<file path="src/rtl/sseg_pkg.sv">
// -----------------------------------------------------------------------------
// sseg_pkg
// Shared types for the seven-segment display sharing logic.
//   digits_t    : 8 BCD/hex nibbles, nibble k drives digit k
//   blank_t     : per-digit blank mask, 1 = digit off
//   BLANK_ALL   : mask that turns every digit off
//   arb_state_t : arbiter FSM states
// -----------------------------------------------------------------------------
package sseg_pkg;

  typedef logic [31:0] digits_t;
  typedef logic [7:0]  blank_t;

  localparam blank_t BLANK_ALL = 8'hFF;

  typedef enum logic [0:0] {
    IDLE = 1'b0,
    HOLD = 1'b1
  } arb_state_t;

endpackage : sseg_pkg

</file>
<file path="src/rtl/sseg_arbiter_if.sv">
// -----------------------------------------------------------------------------
// sseg_arbiter_if
// Bundle between the display clients and the display arbiter.
//   req          : per-client level request
//   req_digits   : client i digits in [32i+31:32i]
//   req_blank    : client i blank mask in [8i+7:8i]
//   grant        : one-hot current owner, zero when idle
//   grant_start  : one-cycle pulse when grant takes a new value
//   disp_digits  : registered digits towards the segment decoder
//   disp_blank   : registered blank mask towards the segment decoder
// Modports: master = client side, slave = arbiter side.
// -----------------------------------------------------------------------------
interface sseg_arbiter_if #(
  parameter int NUM_REQ = 4
) ();
  import sseg_pkg::*;

  logic [NUM_REQ-1:0]    req;
  logic [NUM_REQ*32-1:0] req_digits;
  logic [NUM_REQ*8-1:0]  req_blank;
  logic [NUM_REQ-1:0]    grant;
  logic                  grant_start;
  digits_t               disp_digits;
  blank_t                disp_blank;

  modport master (
    output req, req_digits, req_blank,
    input  grant, grant_start, disp_digits, disp_blank
  );

  modport slave (
    input  req, req_digits, req_blank,
    output grant, grant_start, disp_digits, disp_blank
  );

endinterface : sseg_arbiter_if

</file>
<file path="src/rtl/sseg_arbiter_rr_picker.sv">
// -----------------------------------------------------------------------------
// rr_picker
// Combinational round-robin selector: returns the first set bit of req
// searching upward from last+1 and wrapping modulo N.
//   req   : request mask
//   last  : index of the previous winner (search starts just above it)
//   pick  : index of the winner (0 when valid is low)
//   valid : at least one request bit is set
// -----------------------------------------------------------------------------
module rr_picker #(
  parameter int N    = 4,
  parameter int IDXW = (N > 1) ? $clog2(N) : 1
) (
  input  logic [N-1:0]    req,
  input  logic [IDXW-1:0] last,
  output logic [IDXW-1:0] pick,
  output logic            valid
);

  always_comb begin
    // NOTE: every output gets a default before the loop so no path leaves
    // it unassigned; otherwise synthesis infers a latch.
    pick  = '0;
    valid = |req;
    // Walk from the farthest candidate to the nearest so the nearest set
    // bit after 'last' is the one that survives.
    for (int i = N; i >= 1; i--) begin
      if (req[IDXW'((int'(last) + i) % N)]) begin
        pick = IDXW'((int'(last) + i) % N);
      end
    end
  end

endmodule : rr_picker

</file>
<file path="src/rtl/sseg_arbiter.sv">
// -----------------------------------------------------------------------------
// sseg_arbiter
// Shares the 8-digit seven-segment display among NUM_REQ clients using
// round-robin arbitration with a minimum hold time. Requester 0 may preempt
// any other holder when PREEMPT0 = 1.
//   clk   : 40 MHz pixel clock
//   reset : asynchronous, active-high
//   bus   : sseg_arbiter_if.slave (requests/data in, grant/display out)
// Timing: req seen in IDLE at cycle N -> grant at N+1 -> disp_* at N+2.
// -----------------------------------------------------------------------------
module sseg_arbiter
  import sseg_pkg::*;
#(
  parameter int NUM_REQ     = 4,
  parameter int HOLD_CYCLES = 40_000_000,
  parameter int PREEMPT0    = 1
) (
  input logic          clk,
  input logic          reset,
  sseg_arbiter_if.slave bus
);

  localparam int IDXW = $clog2(NUM_REQ);
  localparam int CW   = (HOLD_CYCLES > 1) ? $clog2(HOLD_CYCLES) : 1;

  localparam logic [CW-1:0]   RELOAD   = CW'(HOLD_CYCLES - 1);
  localparam logic [IDXW-1:0] LAST_RST = IDXW'(NUM_REQ - 1);
  localparam logic [0:0]      ST_IDLE  = 1'(IDLE);
  localparam logic [0:0]      ST_HOLD  = 1'(HOLD);

  logic [0:0]         state;
  logic [IDXW-1:0]    last_grant;   // equals the holder index while granted
  logic [CW-1:0]      hold_cnt;
  logic [NUM_REQ-1:0] grant_q;
  logic               grant_start_q;
  digits_t            disp_digits_q;
  blank_t             disp_blank_q;

  logic [NUM_REQ-1:0] cand;
  logic [NUM_REQ-1:0] pick_onehot;
  logic [IDXW-1:0]    pick_idx;
  logic               pick_valid;
  logic               holder_req;
  logic               preempt;

  // The holder is masked out so a hold-expiry switch always moves on; in
  // IDLE grant_q is zero and the full request vector is considered.
  assign cand       = bus.req & ~grant_q;
  assign holder_req = |(bus.req & grant_q);
  assign preempt    = (PREEMPT0 != 0) && bus.req[0] && (grant_q != '0) && !grant_q[0];

  rr_picker #(.N(NUM_REQ), .IDXW(IDXW)) u_picker (
    .req   (cand),
    .last  (last_grant),
    .pick  (pick_idx),
    .valid (pick_valid)
  );

  always_comb begin
    pick_onehot           = '0;
    pick_onehot[pick_idx] = 1'b1;
  end

  // NOTE: sequential state uses non-blocking assignments so every register
  // samples the pre-edge values, independent of statement order.
  always_ff @(posedge clk or posedge reset) begin
    // NOTE: reset is asynchronous; every register of the block is listed
    // here so a mid-grant reset clears the outputs without waiting for clk.
    if (reset) begin
      state         <= ST_IDLE;
      last_grant    <= LAST_RST;
      hold_cnt      <= '0;
      grant_q       <= '0;
      grant_start_q <= 1'b0;
    end else begin
      grant_start_q <= 1'b0;
      case (state)
        ST_IDLE: begin
          if (pick_valid) begin
            grant_q       <= pick_onehot;
            grant_start_q <= 1'b1;
            last_grant    <= pick_idx;
            hold_cnt      <= RELOAD;
            state         <= ST_HOLD;
          end
        end
        default: begin
          if (preempt) begin
            // Wins even over a simultaneous holder drop: no IDLE gap.
            grant_q       <= NUM_REQ'(1);
            grant_start_q <= 1'b1;
            last_grant    <= '0;
            hold_cnt      <= RELOAD;
          end else if (!holder_req) begin
            grant_q <= '0;
            state   <= ST_IDLE;
          end else if (hold_cnt == '0 && pick_valid) begin
            grant_q       <= pick_onehot;
            grant_start_q <= 1'b1;
            last_grant    <= pick_idx;
            hold_cnt      <= RELOAD;
          end else if (hold_cnt != '0) begin
            hold_cnt <= hold_cnt - 1'b1;
          end
        end
      endcase
    end
  end

  // Display path follows the registered owner, so live edits by the owner
  // reach the decoder one cycle later.
  always_ff @(posedge clk or posedge reset) begin
    if (reset) begin
      disp_digits_q <= '0;
      disp_blank_q  <= BLANK_ALL;
    end else if (grant_q != '0) begin
      disp_digits_q <= bus.req_digits[{last_grant, 5'd0} +: 32];
      disp_blank_q  <= bus.req_blank[{last_grant, 3'd0} +: 8];
    end else begin
      disp_digits_q <= '0;
      disp_blank_q  <= BLANK_ALL;
    end
  end

  assign bus.grant       = grant_q;
  assign bus.grant_start = grant_start_q;
  assign bus.disp_digits = disp_digits_q;
  assign bus.disp_blank  = disp_blank_q;

endmodule : sseg_arbiter
</file>
<file path="src/flat_wrapper.sv">
// flat-port wrapper written by rule: the top's interface ports become plain ports
module sseg_arbiter_flat import sseg_pkg::*;
#(
  parameter int NUM_REQ     = 4,
  parameter int HOLD_CYCLES = 40_000_000,
  parameter int PREEMPT0    = 1
)
  (clk, reset, bus_req, bus_req_digits, bus_req_blank, bus_grant, bus_grant_start, bus_disp_digits, bus_disp_blank);
  sseg_arbiter_if #(.NUM_REQ(NUM_REQ)) bus_i ();
  input logic clk;
  input logic reset;
  input wire logic [$bits(bus_i.req)-1:0] bus_req;
  input wire logic [$bits(bus_i.req_digits)-1:0] bus_req_digits;
  input wire logic [$bits(bus_i.req_blank)-1:0] bus_req_blank;
  output wire logic [$bits(bus_i.grant)-1:0] bus_grant;
  output wire logic [$bits(bus_i.grant_start)-1:0] bus_grant_start;
  output wire logic [$bits(bus_i.disp_digits)-1:0] bus_disp_digits;
  output wire logic [$bits(bus_i.disp_blank)-1:0] bus_disp_blank;
  assign bus_i.req = bus_req;
  assign bus_i.req_digits = bus_req_digits;
  assign bus_i.req_blank = bus_req_blank;
  assign bus_grant = bus_i.grant;
  assign bus_grant_start = bus_i.grant_start;
  assign bus_disp_digits = bus_i.disp_digits;
  assign bus_disp_blank = bus_i.disp_blank;
  sseg_arbiter #(.NUM_REQ(NUM_REQ), .HOLD_CYCLES(HOLD_CYCLES), .PREEMPT0(PREEMPT0)) u_core (.clk(clk), .reset(reset), .bus(bus_i));
endmodule
</file>
<file path="config.mk">
export PLATFORM = sky130hd
export DESIGN_NAME = sseg_arbiter_flat
export DESIGN_NICKNAME = d
export VERILOG_FILES = /design/src/rtl/sseg_pkg.sv /design/src/rtl/sseg_arbiter_if.sv /design/src/rtl/sseg_arbiter_rr_picker.sv /design/src/rtl/sseg_arbiter.sv /design/src/flat_wrapper.sv
export SDC_FILE = /design/constraint.sdc
export NUM_CORES = 1
export LEC_CHECK = 0
export CAP_MARGIN = 0
export CORE_MARGIN = 4
export CORE_UTILIZATION = 44
export DETAILED_ROUTE_END_ITERATION = 16
export PLACE_DENSITY_LB_ADDON = 0.05
export SLEW_MARGIN = 20
export SYNTH_ARGS = -nofsm -noshare
export SYNTH_HDL_FRONTEND = slang
export SYNTH_SLANG_ARGS = --single-unit
export TNS_END_PERCENT = 5
</file>
<file path="constraint.sdc">
create_clock -name clk -period 6.25 [get_ports clk]
set_input_delay 0.9375 -clock clk [delete_from_list [all_inputs] [get_ports clk]]
set_output_delay 0.9375 -clock clk [all_outputs]
set_load 0.05 [all_outputs]
</file>
**After elaboration in Yosys (flattened, before gate mapping)**

Cells that the tools add are included.

- Register bits: 74
- Input bits: 166
- Output and inout port bits: 45
- Word-level logic and storage cells: 85

- Add/sub/neg operators: 5
- Order comparisons: 6
- Equality and inequality tests: 4
- Shift operators: 2
- Mux-type cells: 44
- Bitwise logic cells: 3
- Reduce and logical (&&, ||, !) cells: 14

Operators with widths:

| kind | number |
|---|---|
| $mux W26 | 6 |
| $shiftx A128 B8 Y32 | 1 |
| $mux W32 | 1 |
| $shiftx A32 B6 Y8 | 1 |
| $logic_not A26 Y1 | 1 |
| $reduce_bool A26 Y1 | 1 |
| $sub A26 B1 Y26 const B | 1 |
| $mux W4 | 5 |
| $mux W2 | 9 |
| $mux W1 | 17 |
| $lt A2 B4 Y1 const B | 4 |
| $and A4 B4 Y4 | 2 |
| $bmux W1 S2 | 4 |
| $mux W8 | 1 |
| $ne A4 B4 Y1 const B | 2 |
| $reduce_or A4 Y1 | 2 |
| $ne A3 B3 Y1 const B | 2 |
| $reduce_and A3 Y1 | 2 |
| $add A2 B1 Y2 const B | 2 |
| $add A2 B2 Y2 const B | 2 |
| $logic_and A1 B1 Y1 | 4 |
| $not A4 Y4 | 1 |
| $reduce_bool A4 Y1 | 1 |
| $lt A2 B3 Y1 const B | 1 |
| other kinds (5) | 5 |

**Logic depth before layout (Yosys ltp)**

Gate-level depths: netlist of the first run.

- Depth after elaboration: 17
- Depth in mapped cells: 10
- Mapped depth without buffers: 9

**By module**

From an unflattened synthesis of the first run, not the netlist that was laid out.

- Cell total of the unflattened synthesis: 349
- Area total of the unflattened synthesis: 4,185.3 sq um

Modules (own cells, without submodules):

| module | instances | cells each | area each (sq um) | sequential area each (sq um) |
|---|---|---|---|---|
| sseg_arbiter | 1 | 335 | 4,093.9 | 1,864.3 |
| rr_picker | 1 | 14 | 91.3 | 0.0 |

**Worst setup path after synthesis of the first run**

Ideal clock, no wire load.

- Kind: input to register
- From: input bus_req[0]
- To: register u_core.hold_cnt[12]
- Setup time: 132 ps
- Arrival time: 2,810 ps
- Data required time: 6,118 ps
- Slack: 3,309 ps
- Stages on the path: 7
- Path buffers: 1
- Cell sequence: nor2b_1 > or4_4 > or4_4 > nand2_2 > buf_6 > nor3_2 > or3b_1

- Longest elaborated chain between the ends: 7
- Elaborated cells between the ends (all ways): 15
- Classes of those cells: 2 x eq/ne; 4 x mux; 2 x bitwise; 7 x reduce/logical

Ends and longest elaborated chain:

| element | RTL line | RTL |
|---|---|---|
| start, declared | flat_wrapper.sv:12 | `input wire logic [$bits(bus_i.req)-1:0] bus_req;` |
| $and A4 B4 Y4 | sseg_arbiter.sv:48 | `assign cand = bus.req & ~grant_q;` |
| $reduce_or A4 Y1 | sseg_arbiter_rr_picker.sv:24 | `valid = \|req;` |
| $logic_and A1 B1 Y1 | sseg_arbiter.sv:97 | `end else if (hold_cnt == '0 && pick_valid) begin` |
| $mux W26 | sseg_arbiter.sv:97 |  |
| $mux W26 | sseg_arbiter.sv:94 | `end else if (!holder_req) begin` |
| $mux W26 | sseg_arbiter.sv:88 | `if (preempt) begin` |
| $mux W26 | sseg_arbiter.sv:77 | `case (state)` |
| end signal, assigned | sseg_arbiter.sv:103 | `hold_cnt <= hold_cnt - 1'b1;` |
| end, declared | sseg_arbiter.sv:33 | `logic [CW-1:0] hold_cnt;` |

Parallel ways exist; a longest one is shown, timed or not. The select of a mux whose other input is x is not followed.
A chain may end at the register's enable or synchronous reset.

**Final worst setup path of the first run**

Same ends and word-level chain as after synthesis.

==> metrics.txt, run 1 <==
hpwl dp roughly 10000 um; crit-path cells clkdlybuf4s50_1 -> nor2b_1 -> or4_4 -> o22ai_2 -> inv_2 -> nand2_2 -> nor3_2 -> or3b_1; Slew @ Worst Pin about 1.0 ns; Hold Vio Cnt, Final 0; CP Max Fanout 15; GPL Wtd Cong 0.855; CP startpoint kind input pin; Setup Viol. Count Final 0; initial antenna violation count 0; crit path DAT 3.60 ns; count leader, synth dfrtp_1; total power roughly 2.8 mW; fin crit share 53.8%; Mapped Area 0.00418 mm^2; Sink Count 74; Cell variety after synth between 50 and 60; cell taking the most area after synthesis dfrtp_1; drt via density 5.39; DR DRC count 0; Final WS setup approximately 2.9 ns; CP Buf/Inv Count 2; wire per inst 18.6 um; DRC marker count from the first detailed-route iteration 165; Setup WS pre-CTS 2.19 ns; worst vdd ir 0.206 mV; Skew-Pair Late Insertion Delay roughly 0.35 ns; Worst setup EP type flip-flop; total CTS buffers 9; CP Class in2reg; CTS max path bufs 2; Power Dens Cells 428 mW/mm^2; RSZ-0062 raised after global routing no; Synth area leaders dfrtp_1, mux4_2, dfstp_2, nor2b_1, xnor2_1; FFs w/ async S/R, synth 100%; met2 routed wirelength 7030 um; share of cells above drive strength 1 between 10% and 20%; fin cells 691; Post-CTS Hold Fix Bufs 0; status finished clean; # Post-CTS Setup Buffers 0; Detail Route Antenna Nets 0; slowest CP cell or4_4; LEAKAGE 2.45 nW; Top FF cell, synth dfrtp_1; Mapped Avg Cell Area 11.9 um^2; Pre-Repair DR Iteration Count 4; largest net degree at the start of global routing 75; die area 0.0111 mm^2; number of max-cap violations 0; Crit path max-delay family simple AND/OR/NAND/NOR gates; Synth top cells by count dfrtp_1, mux4_2, nor2b_1, nand2_1, nor2_1; CTS tree built; HP Class reg2reg; Clock transition at path regs about 0.080 ns; Max stage delay on crit path 0.60 ns; DR vias 3722; post-route setup TNS 0 ns; Placement Cell Area roughly 0.0064 mm^2; Area Growth Syn to Fin 58.8%; Max H-tree Level 3; Yosys Warn Count 0; min Tclk post-route approximately 3.4 ns; antenna cells 0; Row Count 35; Gate Count Post-Synth 351; CTS resizes 0; relative slew slack 30.1%; max-slew violations 0; die height 105 um; Post-Place Cells ~680; FMAX 297 MHz; GRT Overall Usage 22.9%; input/output buffers 210; total grt overflow 0; width of the die 105 um; critical path required time about 6.5 ns; post-synthesis register bit count 74; DR top layer met4; Post-Layout Inst Area 0.00663 mm^2; Initial Util 45.2%; global-route wire length before repair 19600 um; part of the Yosys area used for sequential elements 44.6%; WL met1 4430 um; CORE AREA 0.00924 mm^2; EDFF count, synth 0; metal3 WL 1110 um; clock skew 0.00833 ns; vias in the first global route 3889; # nets final 724; Top-Level Pins ~210; CTS Root Cell clkbuf_8; Synth top area share between 30% and 40%; routed wire length 12900 um; Mapped Nets 518
-- metal layers --
metal / up-vias / track usage [%]
met1: 1826 / 23.4
met2: 155 / 42.7
met5: - / 0
met4: 0 / 7.12
met3: 21 / 8.70
li1: 1720 / -
-- layout by cell type (no fill, tap or decap), drive strengths merged, types with 9 or more instances in the layout --
master           n
dfstp           10
nand2           22
nor4            16
nor3            14
dfrtp           64
xnor2           14
nor2            21
clkdlybuf4s50  210
o21ai           10
or2              9
mux4            40
clkbuf          10
nor2b           37
-- power breakdown --
group          switching (mW)  internal [mW]
clock                   0.180          0.225
sequential              0.122          0.648
combinational           0.953          0.710
total                    1.26           1.58
-- kinds of logic (layout without fill, tap and decap cells) --
family / count (synthesis) / in the layout / synth area share, %
AND/OR/NAND/NOR: 154 / 154 / 20.8
flip-flops: 74 / 74 / 44.6
multiplexers: 42 / 42 / 22.1
AO/OA/AOI/OAI: 36 / 36 / 5.84
buffers and inverters: 26 / 237 / 2.52
XOR/XNOR: 18 / 18 / 3.77
adder cells (fa/ha/maj): 1 / 1 / 0.300
-- cell type report --
type	instances	area (um^2)
clock inverter	6	91.3
sequential	74	1860
clock buffer	10	128
multi-input combinational	251	2230
fill	684	2610
inverter	7	26.3
timing repair buffer	214	2130
tap	129	161
-- through the flow --
| step | util (%) | hold slack, ns |
|---|---|---|
| floorplan | - | 0.447 |
| global placement | 69.2 | 0.496 |
| detailed placement | 69.2 | 0.508 |
| CTS | 71.6 | 0.518 |
| global route | 71.8 | 0.537 |
| finish | 71.8 | 0.519 |
-- worst paths after layout --
path,from,to,slack (ns),depth (start not counted)
hold / removal,u_core.hold_cnt[23],u_core.hold_cnt[23],0.52,1
hold reg to reg,u_core.hold_cnt[23],u_core.hold_cnt[23],0.52,1
min in group asynchronous,reset,u_core.bus.disp_digits[0],1.19,3
max in group asynchronous,reset,u_core.bus.disp_digits[1],4.45,3
setup reg to reg,u_core.hold_cnt[0],u_core.bus.grant[1],3.35,8
setup / recovery,bus_req[0],u_core.hold_cnt[12],2.89,8
-- flip-flops by register name, indices dropped and copies added (netlist names) --
register	cells
u_core.bus.grant	4
u_core.last_grant	2
u_core.bus.disp_blank	8
u_core.bus.grant_start	1
u_core.state	1
u_core.bus.disp_digits	32
u_core.hold_cnt	26
No activity file was read; power rests on OpenSTA's default activity.
==> run 2, diff against run 1 <==
--- a/config.mk
+++ b/config.mk
@@ -7,7 +7,7 @@
 export LEC_CHECK = 0
 export CAP_MARGIN = 0
 export CORE_MARGIN = 4
-export CORE_UTILIZATION = 44
+export CORE_UTILIZATION = 41
 export DETAILED_ROUTE_END_ITERATION = 16
 export PLACE_DENSITY_LB_ADDON = 0.05
 export SLEW_MARGIN = 20
==> constraint.sdc (replaced) <==
create_clock -name clk -period 3.4 [get_ports clk]
set_input_delay 0.51 -clock clk [delete_from_list [all_inputs] [get_ports clk]]
set_output_delay 0.51 -clock clk [all_outputs]
set_load 0.05 [all_outputs]
==> run 2 against run 1 <==
Compared with the run above: cell area increased by 0.87%; sequential share of layout area decreased by 0.24 points; first-iteration DRC count increased by 7.9%; clock power increased by 90%; critical endpoint is now u_core.bus.grant[1].
==> metrics.txt, run 2 (synthesis gave the netlist of run 1 again) <==
status finished clean (unchanged); Skew-Pair Late Insertion Delay 0.34 ns (was 0.35 ns); Post-Place Cells 685 (was 675); min Tclk post-route 2.89 ns; width of the die 109 um (was 105 um); Area Growth Syn to Fin 60.2% (was 58.8%); worst vdd ir 0.376 mV (was 0.206 mV); DR DRC count 0 (unchanged); RSZ-0062 raised after global routing no (unchanged); GPL Wtd Cong 0.870 (was 0.855); CORE AREA 0.00986 mm^2 (was 0.00924 mm^2); Power Dens Cells 787 mW/mm^2 (was 428 mW/mm^2); max-slew violations 0 (unchanged); LEAKAGE 2.50 nW (was 2.45 nW); clock skew 0.00727 ns (was 0.00833 ns); slowest CP cell o31ai_1 (was or4_4); Pre-Repair DR Iteration Count 4 (unchanged); Sink Count 74 (unchanged); crit-path cells inv_1 -> ha_1 -> nor3b_1 -> nand4_1 -> o31ai_1 -> or3_1 -> o21ai_1 -> mux2_1 (was clkdlybuf4s50_1 -> nor2b_1 -> or4_4 -> o22ai_2 -> inv_2 -> nand2_2 -> nor3_2 -> or3b_1); Setup Viol. Count Final 0 (unchanged); wire per inst 17.9 um (was 18.6 um); number of max-cap violations 0 (unchanged); vias in the first global route 3995 (was 3889); met3 usage 7.16% (was 8.70%); Top-Level Pins 211 (unchanged); Clock transition at path regs 0.07 ns (was 0.08 ns); drt via density 5.29 (was 5.39); initial antenna violation count 0 (unchanged); met2 global-route usage 37.8% (was 42.7%); footprint of the multi-input gates 0.00221 mm^2 (was 0.00223 mm^2); global-route wire length before repair 19500 um (was 19600 um); Post-CTS Hold Fix Bufs 0 (unchanged); routed wire length 12500 um (was 12900 um); Hold Vio Cnt, Final 0 (unchanged); Row Count 36 (was 35); CTS max path bufs 2 (unchanged); max FFs per register 32 (unchanged); CTS tree built (unchanged); antenna cells 0 (unchanged); total CTS buffers 9 (unchanged); relative slew slack 48.6% (was 30.1%); critical path required time 3.62 ns (was 6.48 ns); GRT Overall Usage 21.4% (was 22.9%); input/output buffers 210 (unchanged); CP Class reg2reg (was in2reg); FMAX between 300 and 400 MHz; HP Class reg2reg (unchanged); crit path DAT 3.11 ns (was 3.60 ns); CTS Root Cell clkbuf_8 (unchanged); Initial Util 42.3% (was 45.2%); Max stage delay on crit path 0.52 ns (was 0.60 ns); CP startpoint kind flip-flop (was input pin); fin crit share 85.0%; largest net degree at the start of global routing 45 (was 75); # nets final 730 (was 724); DR vias 3708 (was 3722); CTS resizes 0 (unchanged); total grt overflow 0 (unchanged); # fillers 753 (was 684); register area 0.00186 mm^2 (unchanged); fin cells 701 (was 691); Worst setup EP type flip-flop (unchanged); commonest cells after routing, fill and taps aside clkdlybuf4s50_1, dfrtp_1, mux4_2 (unchanged); DRC marker count from the first detailed-route iteration 178 (was 165); commonest non-fill, non-tap cell in the layout clkdlybuf4s50_1 (unchanged); post-route setup TNS 0 ns (unchanged); die area 0.0119 mm^2 (was 0.0111 mm^2); Max H-tree Level 3 (unchanged); share of cells above drive strength 1 16.4% (was 15.7%); CP Buf/Inv Count 1 (was 2); die height 109 um (was 105 um); met1 Use GR 24.3% (was 23.4%); CP Max Fanout 7 (was 15); Slew @ Worst Pin 0.763 ns (was 1.05 ns); global route hottest layer met2 (unchanged); # Post-CTS Setup Buffers 0 (unchanged); Crit path max-delay family simple AND/OR/NAND/NOR gates (unchanged); Detail Route Antenna Nets 0 (unchanged); hpwl dp 10100 um (was 10200 um)
-- run 2: routing by layer --
metal	vias to the layer above	share of wire (%)
li1	1733	-
met1	1801	36
met2	155	54
met3	19	8.3
met4	0	1.8
met5	-	0
-- run 2: metrics by stage --
| stage | setup slack (ns) | cell area (um^2) | hold WS [ns] | utilization [%] | power [mW] |
|---|---|---|---|---|---|
| floorplan | 0.719 | 4180 | 0.447 | - | 3.52 |
| global placement | 0.373 | 6460 | 0.484 | 65.5 | 4.51 |
| CTS | 0.548 | 6690 | 0.507 | 67.8 | 5.33 |
| detailed placement | 0.340 | 6460 | 0.485 | 65.5 | 4.54 |
| global route | 0.242 | 6690 | 0.525 | 67.8 | 5.59 |
| finish | 0.509 | 6690 | 0.505 | 67.8 | 5.27 |
-- run 2: where the power goes --
group	internal [mW]	switching, mW
clock network	0.454	0.317
logic	1.34	1.77
registers	1.19	0.188
total	2.99	2.28
-- run 2: worst paths after layout --
| kind | start | end | slack, ns | cells after the start |
|---|---|---|---|---|
| min in group asynchronous | reset | u_core.hold_cnt[19] | 0.59 | 2 |
| min reg2reg | u_core.hold_cnt[23] | u_core.hold_cnt[23] | 0.50 | 1 |
| min | u_core.hold_cnt[23] | u_core.hold_cnt[23] | 0.50 | 1 |
| max in group asynchronous | reset | u_core.last_grant[1] | 2.08 | 3 |
| max reg2reg | u_core.hold_cnt[0] | u_core.bus.grant[1] | 0.51 | 8 |
| max | u_core.hold_cnt[0] | u_core.bus.grant[1] | 0.51 | 8 |
-- run 2: area by class of cell --
class	instances	area share, %
Clock buffer	12	2.32
Clock inverter	4	1.10
Inverter	7	0.393
Multi-Input combinational cell	251	33.1
Sequential cell	74	27.9
Tap cell	133	2.49
Timing Repair Buffer	220	32.7
